`src/rtl/cpu_pkg.sv`:
```
// rtl/cpu_pkg.sv - shared opcode, condition-code and flag definitions
package cpu_pkg;

  typedef enum logic [3:0] {
    OP_ADD    = 4'b0000,
    OP_SUB    = 4'b0001,
    OP_XOR    = 4'b0010,
    OP_RED    = 4'b0011,
    OP_SLL    = 4'b0100,
    OP_SRA    = 4'b0101,
    OP_ROR    = 4'b0110,
    OP_PADDSB = 4'b0111,
    OP_LW     = 4'b1000,
    OP_SW     = 4'b1001,
    OP_LHB    = 4'b1010,
    OP_LLB    = 4'b1011,
    OP_B      = 4'b1100,
    OP_BR     = 4'b1101,
    OP_PCS    = 4'b1110,
    OP_HLT    = 4'b1111
  } opcode_t;

  typedef enum logic [2:0] {
    CCC_NEQ    = 3'b000,
    CCC_EQ     = 3'b001,
    CCC_GT     = 3'b010,
    CCC_LT     = 3'b011,
    CCC_GTE    = 3'b100,
    CCC_LTE    = 3'b101,
    CCC_OVFL   = 3'b110,
    CCC_UNCOND = 3'b111
  } ccc_t;

  // Bit positions inside the {N,V,Z} flag vector.
  localparam int FLAG_N = 2;
  localparam int FLAG_V = 1;
  localparam int FLAG_Z = 0;

  typedef enum logic [1:0] {
    FC_ALL    = 2'd0,
    FC_Z_ONLY = 2'd1,
    FC_NONE   = 2'd2
  } flag_class_t;

  // Which flags an EX opcode is allowed to update.
  function automatic flag_class_t flag_class(input logic [3:0] op);
    flag_class_t fc;
    case (op)
      OP_ADD, OP_SUB:                 fc = FC_ALL;
      OP_XOR, OP_SLL, OP_SRA, OP_ROR: fc = FC_Z_ONLY;
      default:                        fc = FC_NONE;
    endcase
    return fc;
  endfunction

endpackage

```
`src/rtl/flag_branch_unit_if.sv`:
```
// rtl/flag_branch_unit_if.sv - EX/ID to flag/branch unit signal bundle
interface flag_branch_unit_if #(
  parameter int PC_W = 16
);

  logic            ex_valid;
  logic [3:0]      ex_opcode;
  logic [2:0]      alu_nvz;
  logic            stall;
  logic            br_valid;
  logic [2:0]      br_ccc;
  logic [PC_W-1:0] br_target;
  logic [PC_W-1:0] pc_plus2;
  logic [2:0]      flags;
  logic            br_taken;
  logic            flush;
  logic [PC_W-1:0] redirect_pc;

  // Pipeline side: drives EX/ID information, observes flags and redirect.
  modport master (
    output ex_valid, ex_opcode, alu_nvz, stall,
    output br_valid, br_ccc, br_target, pc_plus2,
    input  flags, br_taken, flush, redirect_pc
  );

  // Unit side.
  modport slave (
    input  ex_valid, ex_opcode, alu_nvz, stall,
    input  br_valid, br_ccc, br_target, pc_plus2,
    output flags, br_taken, flush, redirect_pc
  );

endinterface

```
`src/rtl/branch_cond_eval.sv`:
```
// rtl/branch_cond_eval.sv - combinational branch condition evaluator
module branch_cond_eval
  import cpu_pkg::*;
(
  input  logic [2:0] ccc,
  input  logic [2:0] nvz,
  output logic       taken
);

  logic w_n;
  logic w_v;
  logic w_z;

  assign w_n = nvz[FLAG_N];
  assign w_v = nvz[FLAG_V];
  assign w_z = nvz[FLAG_Z];

  // Map the condition code onto the flag predicate.
  always_comb begin
    taken = 1'b0;
    case (ccc_t'(ccc))
      CCC_NEQ:    taken = ~w_z;
      CCC_EQ:     taken = w_z;
      CCC_GT:     taken = ~w_z & ~w_n;
      CCC_LT:     taken = w_n;
      CCC_GTE:    taken = w_z | (~w_z & ~w_n);
      CCC_LTE:    taken = w_n | w_z;
      CCC_OVFL:   taken = w_v;
      CCC_UNCOND: taken = 1'b1;
      default:    taken = 1'b0;
    endcase
  end

endmodule

```
`src/rtl/flag_branch_unit.sv`:
```
// rtl/flag_branch_unit.sv - N/V/Z flag register and branch resolution
module flag_branch_unit
  import cpu_pkg::*;
#(
  parameter int PC_W = 16
) (
  input  logic                clk,
  input  logic                rst_n,
  flag_branch_unit_if.slave   bus
);

  typedef enum logic {
    ST_IDLE     = 1'b0,
    ST_REDIRECT = 1'b1
  } state_t;

  state_t          r_state;
  state_t          w_state_nxt;
  logic [2:0]      r_flags;
  logic [2:0]      w_eff_flags;
  flag_class_t     w_class;
  logic            w_flag_we;
  logic            w_cond_taken;
  logic            w_resolve;
  logic [PC_W-1:0] r_redirect_pc;
  logic [PC_W-1:0] w_redirect_nxt;

  assign w_class   = flag_class(bus.ex_opcode);
  assign w_flag_we = bus.ex_valid & ~bus.stall & (w_class != FC_NONE);

  // Flags as they will look after this edge; branches in ID see these.
  always_comb begin
    w_eff_flags = r_flags;
    if (w_flag_we) begin
      if (w_class == FC_ALL) begin
        w_eff_flags = bus.alu_nvz;
      end else begin
        w_eff_flags[FLAG_Z] = bus.alu_nvz[FLAG_Z];
      end
    end
  end

  branch_cond_eval u_cond (
    .ccc   (bus.br_ccc),
    .nvz   (w_eff_flags),
    .taken (w_cond_taken)
  );

  // Flag register; writes continue in REDIRECT since EX is older than the branch.
  always_ff @(posedge clk) begin
    if (!rst_n) begin
      r_flags <= 3'b000;
    end else begin
      r_flags <= w_eff_flags;
    end
  end

  // Next state and next redirect target; REDIRECT always lasts one cycle.
  always_comb begin
    w_state_nxt    = r_state;
    w_redirect_nxt = r_redirect_pc;
    w_resolve      = 1'b0;
    case (r_state)
      ST_IDLE: begin
        w_resolve = bus.br_valid & ~bus.stall;
        if (w_resolve) begin
          if (w_cond_taken) begin
            w_state_nxt    = ST_REDIRECT;
            w_redirect_nxt = bus.br_target;
          end else begin
            w_redirect_nxt = bus.pc_plus2;
          end
        end
      end
      ST_REDIRECT: begin
        w_state_nxt = ST_IDLE;
      end
      default: begin
        w_state_nxt = ST_IDLE;
      end
    endcase
  end

  // State and redirect target registers.
  always_ff @(posedge clk) begin
    if (!rst_n) begin
      r_state       <= ST_IDLE;
      r_redirect_pc <= '0;
    end else begin
      r_state       <= w_state_nxt;
      r_redirect_pc <= w_redirect_nxt;
    end
  end

  // br_taken/flush come straight from the state register, so they are registered.
  assign bus.flags       = r_flags;
  assign bus.br_taken    = (r_state == ST_REDIRECT);
  assign bus.flush       = (r_state == ST_REDIRECT);
  assign bus.redirect_pc = r_redirect_pc;

endmodule

```
`src/flat_wrapper.sv`:
```
// flat-port wrapper written by rule: the top's interface ports become plain ports
module flag_branch_unit_flat import cpu_pkg::*;
#(
  parameter int PC_W = 16
)
  (clk, rst_n, bus_ex_valid, bus_ex_opcode, bus_alu_nvz, bus_stall, bus_br_valid, bus_br_ccc, bus_br_target, bus_pc_plus2, bus_flags, bus_br_taken, bus_flush, bus_redirect_pc);
  flag_branch_unit_if #(.PC_W(PC_W)) bus_i ();
  input  logic clk;
  input  logic rst_n;
  input wire logic [$bits(bus_i.ex_valid)-1:0] bus_ex_valid;
  input wire logic [$bits(bus_i.ex_opcode)-1:0] bus_ex_opcode;
  input wire logic [$bits(bus_i.alu_nvz)-1:0] bus_alu_nvz;
  input wire logic [$bits(bus_i.stall)-1:0] bus_stall;
  input wire logic [$bits(bus_i.br_valid)-1:0] bus_br_valid;
  input wire logic [$bits(bus_i.br_ccc)-1:0] bus_br_ccc;
  input wire logic [$bits(bus_i.br_target)-1:0] bus_br_target;
  input wire logic [$bits(bus_i.pc_plus2)-1:0] bus_pc_plus2;
  output wire logic [$bits(bus_i.flags)-1:0] bus_flags;
  output wire logic [$bits(bus_i.br_taken)-1:0] bus_br_taken;
  output wire logic [$bits(bus_i.flush)-1:0] bus_flush;
  output wire logic [$bits(bus_i.redirect_pc)-1:0] bus_redirect_pc;
  assign bus_i.ex_valid = bus_ex_valid;
  assign bus_i.ex_opcode = bus_ex_opcode;
  assign bus_i.alu_nvz = bus_alu_nvz;
  assign bus_i.stall = bus_stall;
  assign bus_i.br_valid = bus_br_valid;
  assign bus_i.br_ccc = bus_br_ccc;
  assign bus_i.br_target = bus_br_target;
  assign bus_i.pc_plus2 = bus_pc_plus2;
  assign bus_flags = bus_i.flags;
  assign bus_br_taken = bus_i.br_taken;
  assign bus_flush = bus_i.flush;
  assign bus_redirect_pc = bus_i.redirect_pc;
  flag_branch_unit #(.PC_W(PC_W)) u_core (.clk(clk), .rst_n(rst_n), .bus(bus_i));
endmodule
```
`config.mk`:
```
export PLATFORM = sky130hd
export DESIGN_NAME = flag_branch_unit_flat
export DESIGN_NICKNAME = d
export VERILOG_FILES = /design/src/rtl/cpu_pkg.sv /design/src/rtl/flag_branch_unit_if.sv /design/src/rtl/branch_cond_eval.sv /design/src/rtl/flag_branch_unit.sv /design/src/flat_wrapper.sv
export SDC_FILE = /design/constraint.sdc
export NUM_CORES = 1
export LEC_CHECK = 0
export ABC_AREA = 1
export CELL_PAD_IN_SITES_DETAIL_PLACEMENT = 0
export CELL_PAD_IN_SITES_GLOBAL_PLACEMENT = 1
export CORE_UTILIZATION = 27
export DETAILED_ROUTE_END_ITERATION = 10
export PLACE_DENSITY_LB_ADDON = 0.1
export SLEW_MARGIN = 40
export SYNTH_ARGS = -nofsm -noshare
export SYNTH_HDL_FRONTEND = slang
export SYNTH_SLANG_ARGS = --single-unit
export TNS_END_PERCENT = 100
```
`constraint.sdc`:
```
create_clock -name clk -period 1.8 [get_ports clk]
set_input_delay 0.36 -clock clk [delete_from_list [all_inputs] [get_ports clk]]
set_output_delay 0.36 -clock clk [all_outputs]
set_load 0.02 [all_outputs]
```
==> out/metrics.yaml, run 1 <==
power.leakage_nw: 1.05
dpl_cell_area_um2: 2210
dp_slack_ns: -0.391
antenna_left: 0
port_buffers: 67
boundaryPins: 68
drive_above_1_share: 0.274
hold_depth: 2
drv_cap: 0
cts_buffer_depth: 2
core_area_um2: 4790
ys_seq_area_frac: 0.293
synth_top_cell_by_area: "dfxtp_1"
fillers: 492
critPathCaptureType: "flop"
antenna_cells: 0
numCtsBuffers: 3
track_usage: 0.144
synth_top_family_by_area: "simple AND/OR/NAND/NOR gates"
final_cell_mix: "61 x clkdlybuf4s50_1, 39 x inv_1, 31 x nand2_1, 23 x nand3_1, 20 x dfxtp_1"
worst_slew_pin_slew_ns: 0.287
status: "complete, no violations"
synth-seq-cells: 20
cts_htree_levels: 1
wl_per_cell_um: 10.9
die_x_um: 73.2
drt_pass1_iterations: 2
r2r_slack_ns: 0.34
synth-simple-area-share: 0.447
place.gp.congestion: 0.742
finalNetCount: 318
design_area_um2: 2360
critical_path_class: "primary input to flop"
grt_pass1_vias: 1297
grt-ovfl-total: 0
worstSkewPairLatency_ns: 0.26
post-dp-hpwl_mm: 2.70
wirelength_mm: 3.67
synthCells: 186
synth_compound_area_frac: 0.0932
drt-initial-drc-count: 31
grt_first_pass_wirelength_mm: 6.01
synth_top_area_share: 0.293
root_buffer: "clkbuf_8"
instances_no_fill: 337
crit_buf_inv: 4
ir_drop_v: 0.000270
r2r-end: "u_core.bus.redirect_pc[7]"
hold_viol_final: 0
cts_tree: "built"
rows: 25
viasPerCell: 4.06
syn_area_um2: 1370
drv_slew: 0
hold_path.class: "flop to flop"
skew_ns: 0.00255
ys_types: 24
grt_max_degree: 21
max_stage_delay_ns: 0.44
worst_ep_required_time_ns: 2.00
synth_fa_ha_area_frac: 0
min_period_over_period: 0.933
synth_area_leaders: "dfxtp_1 29%, inv_1 11%, nand3_1 9.5%"
worst_setup_path_start_kind: "primary input"
antenna_found_initial: 0
reg2reg_from: "u_core.bus.flags[0]"
hp-start: "u_core.bus.redirect_pc[14]"
cp_max_fo: 6
crit_slowest_cell: "clkdlybuf4s50_1"
dieArea_um2: 5360
cp_top_family: "buffers and inverters"
worstPathArrival_ns: 1.88
synth.yosys.warnings: 0
maxSlewHeadroom: 0.809
drc: 0
synth_xor_area_frac: 0
syn_area_per_cell_um2: 7.36
synthToLayoutAreaGrowth_pct: 72.3
min_period_ns: 1.68
num_vias: 1368
final_common_cell: "clkdlybuf4s50_1"
place_inst: 330
p_per_area_nw_per_um2: 612
path_cells: "clkdlybuf4s50_1 -> inv_2 -> nand2_1 -> nor2_1 -> nand3_2 -> nand2_1 -> inv_2 -> nand3_4 -> nand2_4 -> buf_16 -> nand2_4 -> nand3_2 -> a21oi_2"
initial_core_util: 0.286
max_freq_mhz: 596
reg2regPathDepth: 13
die_height_um: 73.2
setup-violations-final: 0
syn_nets: 233
cts_sinks: 20
synthMuxAreaShare: 0
worstHoldEndpoint: "u_core.bus.redirect_pc[14]"
path_clk_slew_ns: 0.08
setup_slack_ns: 0.121
## metal layers
| layer | up-vias | global-route usage | share of wire | wire (µm) |
|---|---|---|---|---|
| met5 | - | 0 | 0 | 0 |
| met4 | 0 | 0.0392 | 0.0073 | 27 |
| met3 | 4 | 0.0290 | 0.063 | 230 |
| met2 | 40 | 0.214 | 0.43 | 1580 |
| met1 | 584 | 0.210 | 0.50 | 1840 |
| li1 | 740 | - | - | - |
## cell type report
cell class	count	area (µm²)	area share
Tap cell	67	83.8	0.0355
Clock inverter	1	30.0	0.0127
Multi-Input combinational cell	116	772	0.327
Clock buffer	3	41.3	0.0175
Sequential cell	20	400	0.170
Timing Repair Buffer	88	873	0.370
Inverter	42	158	0.0668
## report_power, final
part	leakage (nW)	total (mW)	internal, mW	switching, mW
Clock	0.0357	0.462	0.297	0.165
Combinational	0.854	0.497	0.265	0.233
Sequential	0.163	0.483	0.468	0.0147
Total	1.05	1.44	1.03	0.413
## worst max-delay path by stage
| stage | start | to | cells after the start |
|---|---|---|---|
| after floorplan | bus_ex_opcode[0] | u_core.bus.redirect_pc[10] | 13 |
| after global placement | bus_ex_opcode[3] | u_core.bus.redirect_pc[2] | 14 |
| after detailed placement | bus_stall | u_core.bus.redirect_pc[2] | 14 |
| after CTS | bus_stall | u_core.bus.redirect_pc[7] | 15 |
| after global routing | bus_stall | u_core.bus.redirect_pc[1] | 14 |
| final | bus_br_ccc[0] | u_core.bus.redirect_pc[7] | 13 |
## repair_timing
item	in CTS	in global routing
endpoints found under the setup margin	16	16
hold buffers	0	0
gates cloned	1	0
setup buffers	1	1
pin swaps	14	16
resized for setup	11	9
hold endpoints to repair	0	0
## through the flow
stage               hold WS [ns]  setup TNS, ns  total power, mW   util
CTS                        0.468              0             1.46  0.487
finish                     0.464              0             1.44  0.493
global placement           0.451          -5.79            0.968  0.462
global route               0.491       -0.00152             1.52  0.493
detailed placement         0.455          -6.13            0.966  0.462
floorplan                  0.525              0            0.745      -
## worst min-delay path, delay by kind of cell, from the launching register on
| kind | cells | cell delay (ns) |
|---|---|---|
| AOI/OAI and AO/OA | 1 | 0.05 |
| DFF | 1 | 0.31 |
| and+or+nand+nor | 1 | 0.06 |
## cell usage after synthesis, drive strengths merged
| library cell | count |
|---|---|
| o21ai | 1 |
| nand2 | 47 |
| nand4 | 1 |
| a21oi | 17 |
| clkbuf | 5 |
| nor3 | 2 |
| nor2 | 8 |
| nand3b | 1 |
| inv | 41 |
| nand3 | 39 |
| dfxtp | 20 |
| clkinv | 1 |
| buf | 3 |
## state kept, by name, summed over array words and instances, names as in the netlist
register                count
u_core.bus.redirect_pc     16
u_core.bus.br_taken         1
u_core.bus.flags            3
## logic make-up after synthesis
kind of cell    count (synthesis)
flops                          20
buf+inv                        50
simple gates                   98
compound gates                 18
No activity file was read; power rests on OpenSTA's default activity.
==> run 2: changes to the inputs <==
--- a/config.mk
+++ b/config.mk
@@ -8,11 +8,13 @@
 export ABC_AREA = 1
 export CELL_PAD_IN_SITES_DETAIL_PLACEMENT = 0
 export CELL_PAD_IN_SITES_GLOBAL_PLACEMENT = 1
-export CORE_UTILIZATION = 27
+export CORE_UTILIZATION = 23
+export CTS_CLUSTER_DIAMETER = 200
 export DETAILED_ROUTE_END_ITERATION = 10
 export PLACE_DENSITY_LB_ADDON = 0.1
 export SLEW_MARGIN = 40
 export SYNTH_ARGS = -nofsm -noshare
 export SYNTH_HDL_FRONTEND = slang
+export SYNTH_HIERARCHICAL = 1
 export SYNTH_SLANG_ARGS = --single-unit
 export TNS_END_PERCENT = 100
==> constraint.sdc (replaced) <==
create_clock -name clk -period 1.6 [get_ports clk]
set_input_delay 0.32 -clock clk [delete_from_list [all_inputs] [get_ports clk]]
set_output_delay 0.32 -clock clk [all_outputs]
set_load 0.02 [all_outputs]
==> run 2 against run 1 <==
  * The flow now finishes with violations (DRC, setup timing)
  * Wire length decreased by 3.2%
  * Clock-buffer cell count unchanged
  * Area after synthesis decreased by 20%
  * Combinational power increased by 18%
  * Clock skew increased by 0.0032 ns
  * Critical path depth increased by 5
  * Worst setup slack got worse by 0.15 ns
  * Non-clock buffer count increased by 4
  * Power increased by 1.8%
  * Final area decreased by 4.4%
  * Hold slack about the same
  * Critical path type unchanged
==> out/metrics.yaml, run 2 <==
worstSkewPairLatency_ns: 0.26
antenna_found_initial: 0
grt_pass1_vias: 1333
numCtsBuffers: 3
antenna_cells: 0
p_per_area_nw_per_um2: 651
grt_max_degree: 18
setup_slack_ns: -0.0286
place.gp.congestion: 0.725
initial_core_util: 0.246
post-dp-hpwl_mm: 2.43
max_freq_mhz: 614
worstHoldEndpoint: "u_core/bus.redirect_pc[10]"
core_area_um2: 4470
cts_sinks: 20
worst_slew_pin_slew_ns: 0.349
rows: 24
ys_seq_area_frac: 0.364
grt_use_met2: 0.242
cts_htree_levels: 1
synthCells: 179
syn_nets: 226
synth_area_leaders: "dfxtp_1 36%, nand2_1 21%, inv_1 11%"
finalNetCount: 316
reg2regPathDepth: 16
use_met1: 0.184
min_period_over_period: 1.02
maxSlewHeadroom: 0.767
hold_depth: 2
hp-start: "u_core/bus.redirect_pc[10]"
synth_top_area_share: 0.364
grt-ovfl-total: 0
dieArea_um2: 5070
viasPerCell: 4.31
wl_per_cell_um: 11.2
place_inst: 301
cts_tree: "built"
worst_ep_required_time_ns: 1.76
drive_above_1_share: 0.330
instances_no_fill: 319
skew_ns: 0.00580
grt_first_pass_wirelength_mm: 5.84
root_buffer: "clkbuf_8"
synthToLayoutAreaGrowth_pct: 105
wirelength_mm: 3.56
power.leakage_nw: 0.998
reg2reg_from: "u_core/bus.flags[0]"
syn_area_um2: 1100
fillers: 457
antenna_left: 0
synthFlopType: "dfxtp_1"
die_height_um: 71.2
synth.yosys.warnings: 6
ys_types: 17
drv_cap: 0
synthTopCellsByCount: "63 x nand2_1, 32 x inv_1, 20 x dfxtp_1, 17 x o21ai_0"
busiest_layer: "met2"
cts_buffer_depth: 2
timing.setup.tns_ns: -0.170
worstPathArrival_ns: 1.78
async_reset_ff_frac: 0
hold_path.class: "flop to flop"
hold_viol_final: 0
num_vias: 1374
ir_drop_v: 0.000273
track_usage: 0.146
synth_edf_count: 0
min_period_ns: 1.63
largest_register_ffs: 16
yosysMostFrequentCell: "nand2_1"
drc: 4
violations: "DRC, setup timing"
die_x_um: 71.2
syn_area_per_cell_um2: 6.15
final_common_cell: "clkdlybuf4s50_1"
port_buffers: 67
r2r-end: "u_core/bus.redirect_pc[4]"
design_area_um2: 2250
synth-seq-cells: 20
drt-initial-drc-count: 36
critical_path_class: "primary input to flop"
synth_top_cell_by_area: "dfxtp_1"
r2r_slack_ns: 0.03
boundaryPins: 68
critPathCaptureType: "flop"
drv_slew: 0
rsz0062_at_grt: "yes"
status: "complete, but fails checks"
cp_max_fo: 5
worst_setup_path_start_kind: "primary input"
path_clk_slew_ns: 0.08
dp_slack_ns: -0.640
dpl_cell_area_um2: 1900
setup-violations-final: 10
final_cell_mix: "54 x clkdlybuf4s50_1, 48 x nand2_1, 27 x inv_1, 20 x dfxtp_1, 17 x buf_4"
grt_use_met3: 0.0370
drt_pass1_iterations: 6
[run 2: cell count changes in the layout (fill, tap and decap cells not counted), moves of 12 or more]
cell,delta
nand3_2,-13
nand3_1,-22
inv_1,-12
nand2_1,+17
o21ai_2,+16
[run 2: final cells by class]
type | instances | area, µm² | share of cell area
sequential | 20 | 400 | 0.178
multi-input combinational | 118 | 691 | 0.306
clock buffer | 3 | 41.3 | 0.0183
inverter | 34 | 130 | 0.0577
tap | 52 | 65.1 | 0.0289
timing repair buffer | 92 | 927 | 0.411
[run 2: worst max path at each step]
stage	startpoint	to	slack, ns
detailed placement	bus_ex_valid	u_core/bus.redirect_pc[3]	-0.64
global placement	bus_ex_valid	u_core/bus.redirect_pc[10]	-0.63
CTS	bus_stall	u_core/bus.redirect_pc[10]	-0.05
global route	bus_ex_valid	u_core/bus.redirect_pc[9]	-0.15
floorplan	bus_ex_valid	u_core/bus.redirect_pc[0]	0.001
finish	bus_ex_valid	u_core/bus.redirect_pc[4]	-0.03
[run 2: timing repair]
action                                  CTS  global route
gates resized for setup                  64            29
gates cloned                              2             0
pin swaps                                29            21
buffers inserted                         17             0
endpoints found under the hold margin     0             0
endpoints found under the setup margin   19            18
hold buffers                              0             0
[run 2: stage by stage]
stage | hold WS, ns | power [mW] | utilization
6_report | 0.464 | 1.47 | 0.504
5_1_grt | 0.493 | 1.56 | 0.504
4_1_cts | 0.466 | 1.48 | 0.491
3_5_place_dp | 0.453 | 0.993 | 0.425
3_3_place_gp | 0.449 | 0.997 | 0.425
2_1_floorplan | 0.446 | 0.770 | -
[run 2: power by group]
| group | switching, mW | internal (mW) |
|---|---|---|
| combinational | 0.264 | 0.324 |
| clock | 0.173 | 0.168 |
| sequential | 0.0143 | 0.525 |
| total | 0.452 | 1.02 |
[run 2: per-layer routing]
metal	wire length [µm]	vias to the layer above
met5	0	-
met3	270	4
met4	27	0
met1	1630	604
met2	1630	42
li1	-	724
[run 2: cells by family after synthesis]
family / count (synthesis) / share of synthesized area
DFF: 20 / 0.364
AOI/OAI and AO/OA: 33 / 0.157
and+or+nand+nor: 85 / 0.316
buffers and inverters: 41 / 0.164
[run 2: worst max-delay path: stages]
cell and delay (ns):
buf_6 0.07, inv_4 0.03, nor2_4 0.16, nand3_2 0.11, nand2_1 0.08, nand2_1 0.07
inv_2 0.06, inv_2 0.03, nor2_2 0.06, nor2_1 0.05, nor2_2 0.14, nand2_4 0.09
buf_12 0.14, buf_16 0.13, nand2_1 0.06, o21ai_2 0.05, nand2_1 0.07, a21oi_2 0.05
